$ cat config.mk
export PLATFORM = sky130hd
export DESIGN_NAME = ptw_req_arbiter
export DESIGN_NICKNAME = d
export VERILOG_FILES = /design/src/rtl/memory_pkg.sv /design/src/rtl/ptw_arb_rr.sv /design/src/rtl/ptw_req_arbiter.sv
export SDC_FILE = /design/constraint.sdc
export NUM_CORES = 1
export LEC_CHECK = 0
export CAP_MARGIN = 30
export CELL_PAD_IN_SITES_DETAIL_PLACEMENT = 1
export CELL_PAD_IN_SITES_GLOBAL_PLACEMENT = 1
export CORE_MARGIN = 10
export CORE_UTILIZATION = 28
export CTS_BUF_LIST = sky130_fd_sc_hd__clkbuf_4 sky130_fd_sc_hd__clkbuf_8
export DETAILED_ROUTE_END_ITERATION = 8
export PLACE_DENSITY = 0.89
export SKIP_LAST_GASP = 1
export SLEW_MARGIN = 40
export SYNTH_ARGS = -nofsm -noshare
export SYNTH_HDL_FRONTEND = slang
export SYNTH_SLANG_ARGS = --single-unit
export TNS_END_PERCENT = 100
$ cat constraint.sdc
create_clock -name clk_i -period 3.8 [get_ports clk_i]
set_input_delay 0.76 -clock clk_i [delete_from_list [all_inputs] [get_ports clk_i]]
set_output_delay 0.76 -clock clk_i [all_outputs]
set_load 0.02 [all_outputs]
$ cat src/rtl/memory_pkg.sv
// Shared memory-subsystem types: L2-TLB <-> PTW request/answer payloads and
// the PTW request arbiter state encoding and owner codes.
package memory_pkg;

  localparam int unsigned VPN_W = 27;
  localparam int unsigned PPN_W = 44;

  typedef struct packed {
    logic             valid;
    logic [VPN_W-1:0] vpn;
  } l2tlb_ptw_req_t;

  typedef struct packed {
    logic             valid;
    logic [PPN_W-1:0] ppn;
    logic             fault;
  } ptw_l2tlb_ans_t;

  typedef enum logic [1:0] {
    PTW_ARB_IDLE  = 2'd0,
    PTW_ARB_ISSUE = 2'd1,
    PTW_ARB_WALK  = 2'd2,
    PTW_ARB_REPLY = 2'd3
  } ptw_arb_state_t;

  localparam logic PTW_ARB_OWNER_I = 1'b0;
  localparam logic PTW_ARB_OWNER_D = 1'b1;

endpackage

$ cat src/rtl/ptw_arb_rr.sv
// Two-way round-robin grant between I and D L2-TLB requests.
// Only compiled when PTW_ARB_RR_EN is defined.
`ifdef PTW_ARB_RR_EN
module ptw_arb_rr (
  input  logic clk,
  input  logic rst_n,
  input  logic itlb_vld,
  input  logic dtlb_vld,
  input  logic accept,
  output logic grant_d
);

  // pointer = side preferred on a tie (0 = I, 1 = D)
  logic ptr;

  always_comb begin
    grant_d = dtlb_vld;
    if (itlb_vld && dtlb_vld) grant_d = ptr;
  end

  always_ff @(posedge clk) begin
    if (!rst_n)      ptr <= 1'b0;
    else if (accept) ptr <= ~grant_d;
  end

endmodule
`endif

$ cat src/rtl/ptw_req_arbiter.sv
// Shares one page-table walker between the I- and D-side L2 TLBs.
// PTW_ARB_RR_EN selects round-robin arbitration; otherwise the D side has fixed priority.
import memory_pkg::*;

module ptw_req_arbiter (
  input  logic           clk_i,
  input  logic           rst_ni,
  input  logic           flush_i,
  input  l2tlb_ptw_req_t itlb_req_i,
  output logic           itlb_req_rdy_o,
  output ptw_l2tlb_ans_t itlb_ans_o,
  input  logic           itlb_ans_rdy_i,
  input  l2tlb_ptw_req_t dtlb_req_i,
  output logic           dtlb_req_rdy_o,
  output ptw_l2tlb_ans_t dtlb_ans_o,
  input  logic           dtlb_ans_rdy_i,
  output l2tlb_ptw_req_t ptw_req_o,
  input  logic           ptw_req_rdy_i,
  input  ptw_l2tlb_ans_t ptw_ans_i,
  output logic           ptw_ans_rdy_o
);

  ptw_arb_state_t state;
  l2tlb_ptw_req_t req_buf;
  ptw_l2tlb_ans_t ans_buf;
  logic           owner;
  logic           itlb_ans_vld;
  logic           dtlb_ans_vld;
  logic           grant_d;
  logic           accept;
  logic           owner_rdy;

`ifdef PTW_ARB_RR_EN
  ptw_arb_rr u_rr (
    .clk      (clk_i),
    .rst_n    (rst_ni),
    .itlb_vld (itlb_req_i.valid),
    .dtlb_vld (dtlb_req_i.valid),
    .accept   (accept),
    .grant_d  (grant_d)
  );
`else
  assign grant_d = dtlb_req_i.valid;
`endif

  // Flush suppresses the ready so a requester never sees a dropped acceptance.
  always_comb begin
    accept         = (state == PTW_ARB_IDLE) && !flush_i &&
                     (itlb_req_i.valid || dtlb_req_i.valid);
    itlb_req_rdy_o = accept && !grant_d;
    dtlb_req_rdy_o = accept && grant_d;
    owner_rdy      = (owner == PTW_ARB_OWNER_D) ? dtlb_ans_rdy_i : itlb_ans_rdy_i;
  end

  always_comb begin
    ptw_req_o        = req_buf;
    itlb_ans_o       = ans_buf;
    itlb_ans_o.valid = itlb_ans_vld;
    dtlb_ans_o       = ans_buf;
    dtlb_ans_o.valid = dtlb_ans_vld;
  end

  always_ff @(posedge clk_i) begin
    if (!rst_ni) begin
      state         <= PTW_ARB_IDLE;
      req_buf       <= '0;
      ans_buf       <= '0;
      owner         <= PTW_ARB_OWNER_I;
      itlb_ans_vld  <= 1'b0;
      dtlb_ans_vld  <= 1'b0;
      ptw_ans_rdy_o <= 1'b0;
    end else if (flush_i) begin
      state         <= PTW_ARB_IDLE;
      req_buf.valid <= 1'b0;
      itlb_ans_vld  <= 1'b0;
      dtlb_ans_vld  <= 1'b0;
      ptw_ans_rdy_o <= 1'b0;
    end else begin
      unique case (state)
        PTW_ARB_IDLE: begin
          if (accept) begin
            req_buf <= grant_d ? dtlb_req_i : itlb_req_i;
            owner   <= grant_d;
            state   <= PTW_ARB_ISSUE;
          end
        end
        PTW_ARB_ISSUE: begin
          if (ptw_req_rdy_i) begin
            req_buf.valid <= 1'b0;
            ptw_ans_rdy_o <= 1'b1;
            state         <= PTW_ARB_WALK;
          end
        end
        PTW_ARB_WALK: begin
          if (ptw_ans_i.valid) begin
            ans_buf       <= ptw_ans_i;
            ptw_ans_rdy_o <= 1'b0;
            if (owner == PTW_ARB_OWNER_D) dtlb_ans_vld <= 1'b1;
            else                          itlb_ans_vld <= 1'b1;
            state         <= PTW_ARB_REPLY;
          end
        end
        PTW_ARB_REPLY: begin
          if (owner_rdy) begin
            itlb_ans_vld <= 1'b0;
            dtlb_ans_vld <= 1'b0;
            state        <= PTW_ARB_IDLE;
          end
        end
        default: state <= PTW_ARB_IDLE;
      endcase
    end
  end

endmodule

==> summary.txt, run 1 <==
Global routing
  – Pin count of the biggest net entering global routing: between 40 and 50
  – Met1 track demand over resource: 15.3%
  – M3 GR Usage: 7.53%
  – GRT Total Usage: 14.7%
  – GRT busiest layer: met2
  – Initial antenna violation count: 0
  – Global-route wire length before repair: roughly 22,000 um
  – GR Overflow Total: 0
  – Vias in the first global route: 4,047
  – M2 GR Usage: 25.8%

STA
  – Setup-failing EPs final: 0
  – Final setup TNS: 0 ps
  – Fin worst setup slack: roughly 660 ps
  – Post-layout minimum cycle time: 3140 ps
  – Worst-margin pin slew: 793 ps
  – Clock Skew: 6.79 ps
  – Max Transition Viols Final: 0
  – Endpoints failing hold: 0
  – FMAX: 0.319 GHz
  – Slew HR: 47.0%
  – Final worst-path cycle share: 82.5%
  – RSZ-0062 raised after global routing: no

Clocking
  – Post-CTS setup buffer count: 0
  – Clk buf depth: 2
  – Post-CTS Hold Buffers: 0
  – Worst-path clk slew: roughly 80 ps
  – Clk sinks: 79
  – Root buf cell: clkbuf_8
  – Maximum level of the CTS H-tree: 3
  – CTS resizes: 0
  – Cts bufs inserted: 9
  – Clock Latency Late Sink: 340 ps
  – TritonCTS clock tree: done

Yosys
  – Fraction of registers with async set/reset: 0%
  – Cell Area, Synth: 3780 um^2
  – Post-synthesis cell type count: 33
  – Seq/Total Area, Yosys: 41.8%
  – Synthesis Warnings: 0
  – Largest family of logic cells by synthesized area: simple AND/OR/NAND/NOR gates
  – Avg Cell Area, Syn: 7.99 um^2
  – Xor/xnor cell area share of the yosys netlist: 0%
  – Multiplexer area fraction after synthesis: less than 1%
  – Adder-cell share of the synthesized area: approximately 1.7%
  – Syn Nets: just under 600
  – Cell count after synthesis: 473
  – Seq cells post-synth: 79
  – Compound-Gate Fraction of Synth Area: 21.3%
  – Simple-Gate Fraction of Synth Area: 21.3%
  – Main synth FF type: dfxtp_1
  – EDFF count, synth: 0

Flow run
  – Max Cap Viol: 0

Placed design
  – GPL Wtd Cong: 0.885
  – Dpl hpwl: 11,600 um
  – Cell total after placement: just over 800
  – IO Port Bufs: 230
  – Pre-CTS setup slack: about 670 ps

Worst setup path
  – Flop-to-flop setup slack: 1770 ps
  – Worst r2r src: state[0]
  – Most used cell along the critical path: clkdlybuf4s50_1
  – RR Endpoint: dtlb_ans_o[4]
  – Slowest CP cell: clkdlybuf4s50_1
  – Reg2Reg Depth: 7
  – CP max FO: 5
  – Startpoint types: input port
  – Number of buffers and inverters on the critical path: 2
  – Worst-path cell chain: clkdlybuf4s50_1, nor2b_1, and2_1, clkdlybuf4s50_1
  – Worst EP arrival: 2380 ps
  – Largest delay share family, worst path: buffers and inverters
  – Crit. End Element: primary output
  – WP data required: approximately 3000 ps
  – Crit path kind: input port to primary output
  – Max incr delay on CP: 610 ps

Min path
  – HP Class: flip-flop to flip-flop
  – WHS Path Cells: 2
  – HP Start: dtlb_ans_vld
  – Hold EP: dtlb_ans_vld

Power
  – Peak VDD IR: about 0.13 mV
  – Sequential share of power: 46.1%
  – Static Leak: 2.12 nW
  – Clock network power share: 36.4%
  – Switching Share: 24.8%
  – Switching power: approximately 0.00046 W
  – Power per Cell Area: about 310 nW/um^2
  – Logic gate share of total power: between 10% and 20%
  – Pint: 0.00141 W

Drt
  – TritonRoute pass-1 iters: 4
  – Final Routed Wirelength: around 14,000 um
  – DR WL/cell: between 15 and 20 um
  – Vias: 3,792
  – 1st-iter DRT viols: 126
  – Post-route antenna net violation count: 0
  – Drt via density: 4.61
  – DRC viols: 0

Floorplanning
  – Die area: 18,500 um^2
  – IO Count: approximately 230
  – Initial Util: 28.5%
  – Row cnt: 42
  – Core Region: roughly 13,000 um^2
  – Die width: 136 um
  – Die extent in y: 136 um

Cells and area
  – Area Growth Syn to Fin: 61.3%
  – Nets@finish: ~750
  – Antenna Cells: 0
  – Highest-count cells in the layout ignoring fill and taps: clkdlybuf4s50_1, nand2_1, dfxtp_1
  – Commonest non-fill, non-tap cell in the layout: clkdlybuf4s50_1
  – Finished Layout Cells: 822
  – Layout cells sized above 1: under 10%

Outcome
  – Status: finished clean
[power groups by stage]
stage          sequential, W  combinational (W)  clock [W]
6_report            0.000864           0.000327   0.000682
5_1_grt             0.000867           0.000355   0.000755
4_1_cts             0.000864           0.000331   0.000715
3_5_place_dp        0.000883           0.000330          0
3_3_place_gp        0.000881           0.000317          0
2_1_floorplan       0.000905           0.000111          0
[cell usage after synthesis, types with 6 or more instances]
cell type	count	area share [%]
clkbuf_1	16	1.6
o21ai_0	26	3.4
a22oi_1	27	5.4
nand2_1	137	14
inv_1	7	0.70
buf_2	14	1.9
nor2b_1	31	5.1
buf_4	47	9.3
a21boi_0	45	8.9
a21oi_1	6	0.79
nor2_1	6	0.60
dfxtp_1	79	42
[worst max path at each step]
stage | from | end | slack [ps] | cells after the start
final | itlb_req_i[27] | itlb_req_rdy_o | 660 | 4
after global routing | itlb_req_i[27] | itlb_req_rdy_o | 590 | 4
after CTS | itlb_req_i[27] | itlb_req_rdy_o | 650 | 4
after detailed placement | itlb_req_i[27] | itlb_req_rdy_o | 670 | 4
after global placement | flush_i | dtlb_req_rdy_o | 720 | 4
after floorplan | flush_i | itlb_req_rdy_o | 1390 | 4
[per-layer routing]
metal	vias up	share of wire (%)	wire, um
li1	1845	-	-
met1	1776	39	5640
met2	163	48	6920
met3	8	12	1650
met4	0	0.97	139
met5	-	0	0
[metrics by stage]
step | utilization (%) | hold slack, ps | area (um^2) | total power [W]
after floorplan | - | 450 | 3780 | 0.00102
after CTS | 46.0 | 482 | 6100 | 0.00191
after global placement | 44.2 | 462 | 5860 | 0.00120
after detailed placement | 44.4 | 472 | 5880 | 0.00121
after global routing | 46.0 | 508 | 6100 | 0.00198
final | 46.0 | 480 | 6100 | 0.00187
[registers in the layout, summed over array words and instances, names as in the netlist]
register	cells
dtlb_ans_o	45
dtlb_ans_vld	1
itlb_ans_vld	1
owner	1
ptw_ans_rdy_o	1
ptw_req_o	28
state	2
[area by class of cell]
type	count	area, um^2
repair buffers	236	2350
inverters	7	26.3
clock buffers	10	131
fillers	1558	7150
flip-flops and latches	79	1580
well taps	176	220
clock inverters	6	85.1
multi-input cells	308	1700
[kinds of logic after synthesis]
group,Yosys count
adder cells (fa/ha/maj),5
buffers and inverters,86
multiplexers,1
flip-flops,79
AND/OR/NAND/NOR,185
AO/OA/AOI/OAI,117
[worst reg2reg max path, cell delays in order, from the launching register on]
cell      delay [ps]
dfxtp_1          350
inv_1            120
ha_1             330
nand2_1          200
nor2_4           430
buf_8            260
nand2_1           90
a21boi_0         180
Power figures use the tool's default switching activity.
==> run 2, diff against run 1 <==
CORE_UTILIZATION = 24   (was 28)
PLACE_DENSITY = 0.81   (was 0.89)
clock period = 2.8 ns   (was 3.8 ns; I/O delays follow)
==> summary.txt, run 2 (synthesis results as in run 1) <==
Outcome
  – Status: finished clean

Floorplanning
  – Core Region: 15,300 um^2 (+16%)
  – Die width: 145 um (+6.8%)
  – Initial Util: 24.7% (-3.9 points)
  – Die area: 21,200 um^2 (+14%)
  – Die extent in y: 145 um (+6.8%)
  – Row cnt: 45 (+7.1%)
  – IO Count: 231 (unchanged)

Placed design
  – GPL Wtd Cong: 0.789 (-11%)
  – DP Area: 5930 um^2 (+0.87%)
  – Dpl hpwl: 12,000 um (+3.8%)
  – IO Port Bufs: 230 (unchanged)

Drt
  – Final Routed Wirelength: 14,800 um (+3.4%)
  – Drt via density: 4.43 (-4.0%)
  – Post-route antenna net violation count: 0 (unchanged)
  – DR WL/cell: 17.2 um (-1.2%)
  – Vias: 3,808 (+0.42%)
  – TritonRoute pass-1 iters: 4 (unchanged)
  – DRC viols: 0 (unchanged)
  – 1st-iter DRT viols: 136 (+7.9%)

Global routing
  – Global-route wire length before repair: 23,200 um (+6.1%)
  – GRT Total Usage: 13.6% (-1.1 points)
  – GR Overflow Total: 0 (unchanged)
  – Pin count of the biggest net entering global routing: 46 (unchanged)
  – Vias in the first global route: 4,096 (+1.2%)
  – Initial antenna violation count: 0 (unchanged)

STA
  – RSZ-0062 raised after global routing: no
  – Slew HR: 48.2% (+1.3 points)
  – Final worst-path cycle share: between 90% and 100%
  – Worst-margin pin slew: 774 ps (-18.9 ps)
  – Clock Skew: 11.3 ps (+4.46 ps)
  – Endpoints failing hold: 0 (unchanged)
  – Setup-failing EPs final: 0 (unchanged)
  – Final setup TNS: 0 ps (unchanged)
  – FMAX: ~0.39 GHz
  – Post-layout minimum cycle time: 2590 ps
  – Max Transition Viols Final: 0 (unchanged)

Worst setup path
  – Worst setup path start: flush_i
  – Worst EP arrival: 2030 ps (-350 ps)
  – Max incr delay on CP: 620 ps (about the same)
  – CP max FO: 3 (-2)
  – Number of buffers and inverters on the critical path: 2 (unchanged)
  – Most used cell along the critical path: clkdlybuf4s50_1
  – Startpoint types: input port
  – Worst r2r src: state[1]
  – Crit. End Element: primary output
  – Largest delay share family, worst path: buffers and inverters
  – Crit path kind: input port to primary output
  – Slowest CP cell: clkdlybuf4s50_1
  – WP data required: 2240 ps (-800 ps)
  – Worst-path cell chain: clkdlybuf4s50_1, nor2b_2, and2_1, clkdlybuf4s50_1

Flow run
  – Max Cap Viol: 0 (unchanged)

Clocking
  – Cts bufs inserted: 9 (unchanged)
  – TritonCTS clock tree: done
  – Post-CTS setup buffer count: 0 (unchanged)
  – Root buf cell: clkbuf_8
  – CTS resizes: 0 (unchanged)
  – Maximum level of the CTS H-tree: 3 (unchanged)
  – Clk sinks: 79 (unchanged)
  – Worst-path clk slew: 80 ps (about the same)
  – Clock Latency Late Sink: 350 ps (about the same)
  – Post-CTS Hold Buffers: 0 (unchanged)
  – Clk buf depth: 2 (unchanged)

Power
  – Switching Share: 24.0% (-0.82 points)
  – Power per Cell Area: 432 nW/um^2 (+41%)
  – Static Leak: 2.15 nW (+1.2%)
  – Pint: 0.00203 W (+44%)
  – Switching power: 0.000641 W (+38%)
  – Sequential share of power: 43.9% (-2.2 points)
  – Logic gate share of total power: 16.6% (-0.9 points)
  – Clock network power share: 39.5% (+3.1 points)
  – Peak VDD IR: 0.229 mV (+75%)

Cells and area
  – Area Growth Syn to Fin: 63.6%
  – Fillers: 1,814 (+16%)
  – Highest-count cells in the layout ignoring fill and taps: clkdlybuf4s50_1, nand2_1, dfxtp_1
  – Final Instance Area: 6180 um^2 (+1.4%)
  – Nets@finish: 757 (+0.40%)
  – Max reg flops: 45 (unchanged)
  – Layout cells sized above 1: 5.08% (+0.60 points)
  – Commonest non-fill, non-tap cell in the layout: clkdlybuf4s50_1
  – Antenna Cells: 0 (unchanged)

Min path
  – HP Class: flip-flop to flip-flop
  – HP Start: dtlb_ans_o[27]
## run 2: changes by cell type in the layout (fill, tap and decap cells not counted), sizes merged
cell / before / now
clkdlybuf4s50: 229 / 228
clkinv: 2 / 0
clkbuf: 10 / 11
buf: 7 / 11
bufinv: 2 / 3
## run 2: worst paths after layout
check | end | slack (ps) | cells after the start
setup reg to reg | ptw_req_o[11] | 810 | 7
setup / recovery | dtlb_req_rdy_o | 210 | 4
hold / removal | dtlb_ans_o[27] | 480 | 2
hold reg to reg | dtlb_ans_o[27] | 480 | 2
## run 2: final cells by class
cell class / instances / area, um^2 / share of cell area [%]
Clock buffer: 11 / 145 / 2.35
Tap cell: 211 / 264 / 4.27
Timing Repair Buffer: 239 / 2360 / 38.2
Multi-Input combinational cell: 308 / 1700 / 27.5
Inverter: 7 / 26.3 / 0.425
Clock inverter: 5 / 105 / 1.70
Sequential cell: 79 / 1580 / 25.6
## run 2: per-stage QoR
stage / instances / utilization [%] / hold WS, ps / power (W) / setup slack, ps
2_1_floorplan: 473 / - / 450 / 0.00138 / 773
3_3_place_gp: 844 / 38.7 / 464 / 0.00163 / 224
3_5_place_dp: 844 / 38.7 / 477 / 0.00165 / 220
4_1_cts: 860 / 40.4 / 488 / 0.00272 / 197
5_1_grt: 860 / 40.4 / 510 / 0.00280 / 116
6_report: 860 / 40.4 / 481 / 0.00267 / 212
## run 2: power groups by stage
| stage | Clock, W | Combinational [W] | Sequential [W] |
|---|---|---|---|
| 3_5_place_dp | 0 | 0.000449 | 0.00120 |
| 5_1_grt | 0.00114 | 0.000484 | 0.00118 |
| 3_3_place_gp | 0 | 0.000433 | 0.00120 |
| 4_1_cts | 0.00109 | 0.000450 | 0.00117 |
| 2_1_floorplan | 0 | 0.000151 | 0.00123 |
| 6_report | 0.00105 | 0.000444 | 0.00117 |
## run 2: metal layers
layer	track usage, %	vias to the layer above	part of all wire, %
li1	-	1848	-
met1	15.4	1758	43
met2	21.7	188	46
met3	6.92	14	10
met4	4.65	0	1.4
met5	0	-	0
## run 2: tightest hold or removal path, stage by stage, from the launching register on
cell and delay (ps):
dfxtp_1 320, nand2_1 50, a21boi_0 60
==> run 3, diff against run 2 <==
GPL_ROUTABILITY_DRIVEN = 0   (was not set)
==> results of run 3 <==
No change in the layout: final DEF, timing and power equal those of run 2.
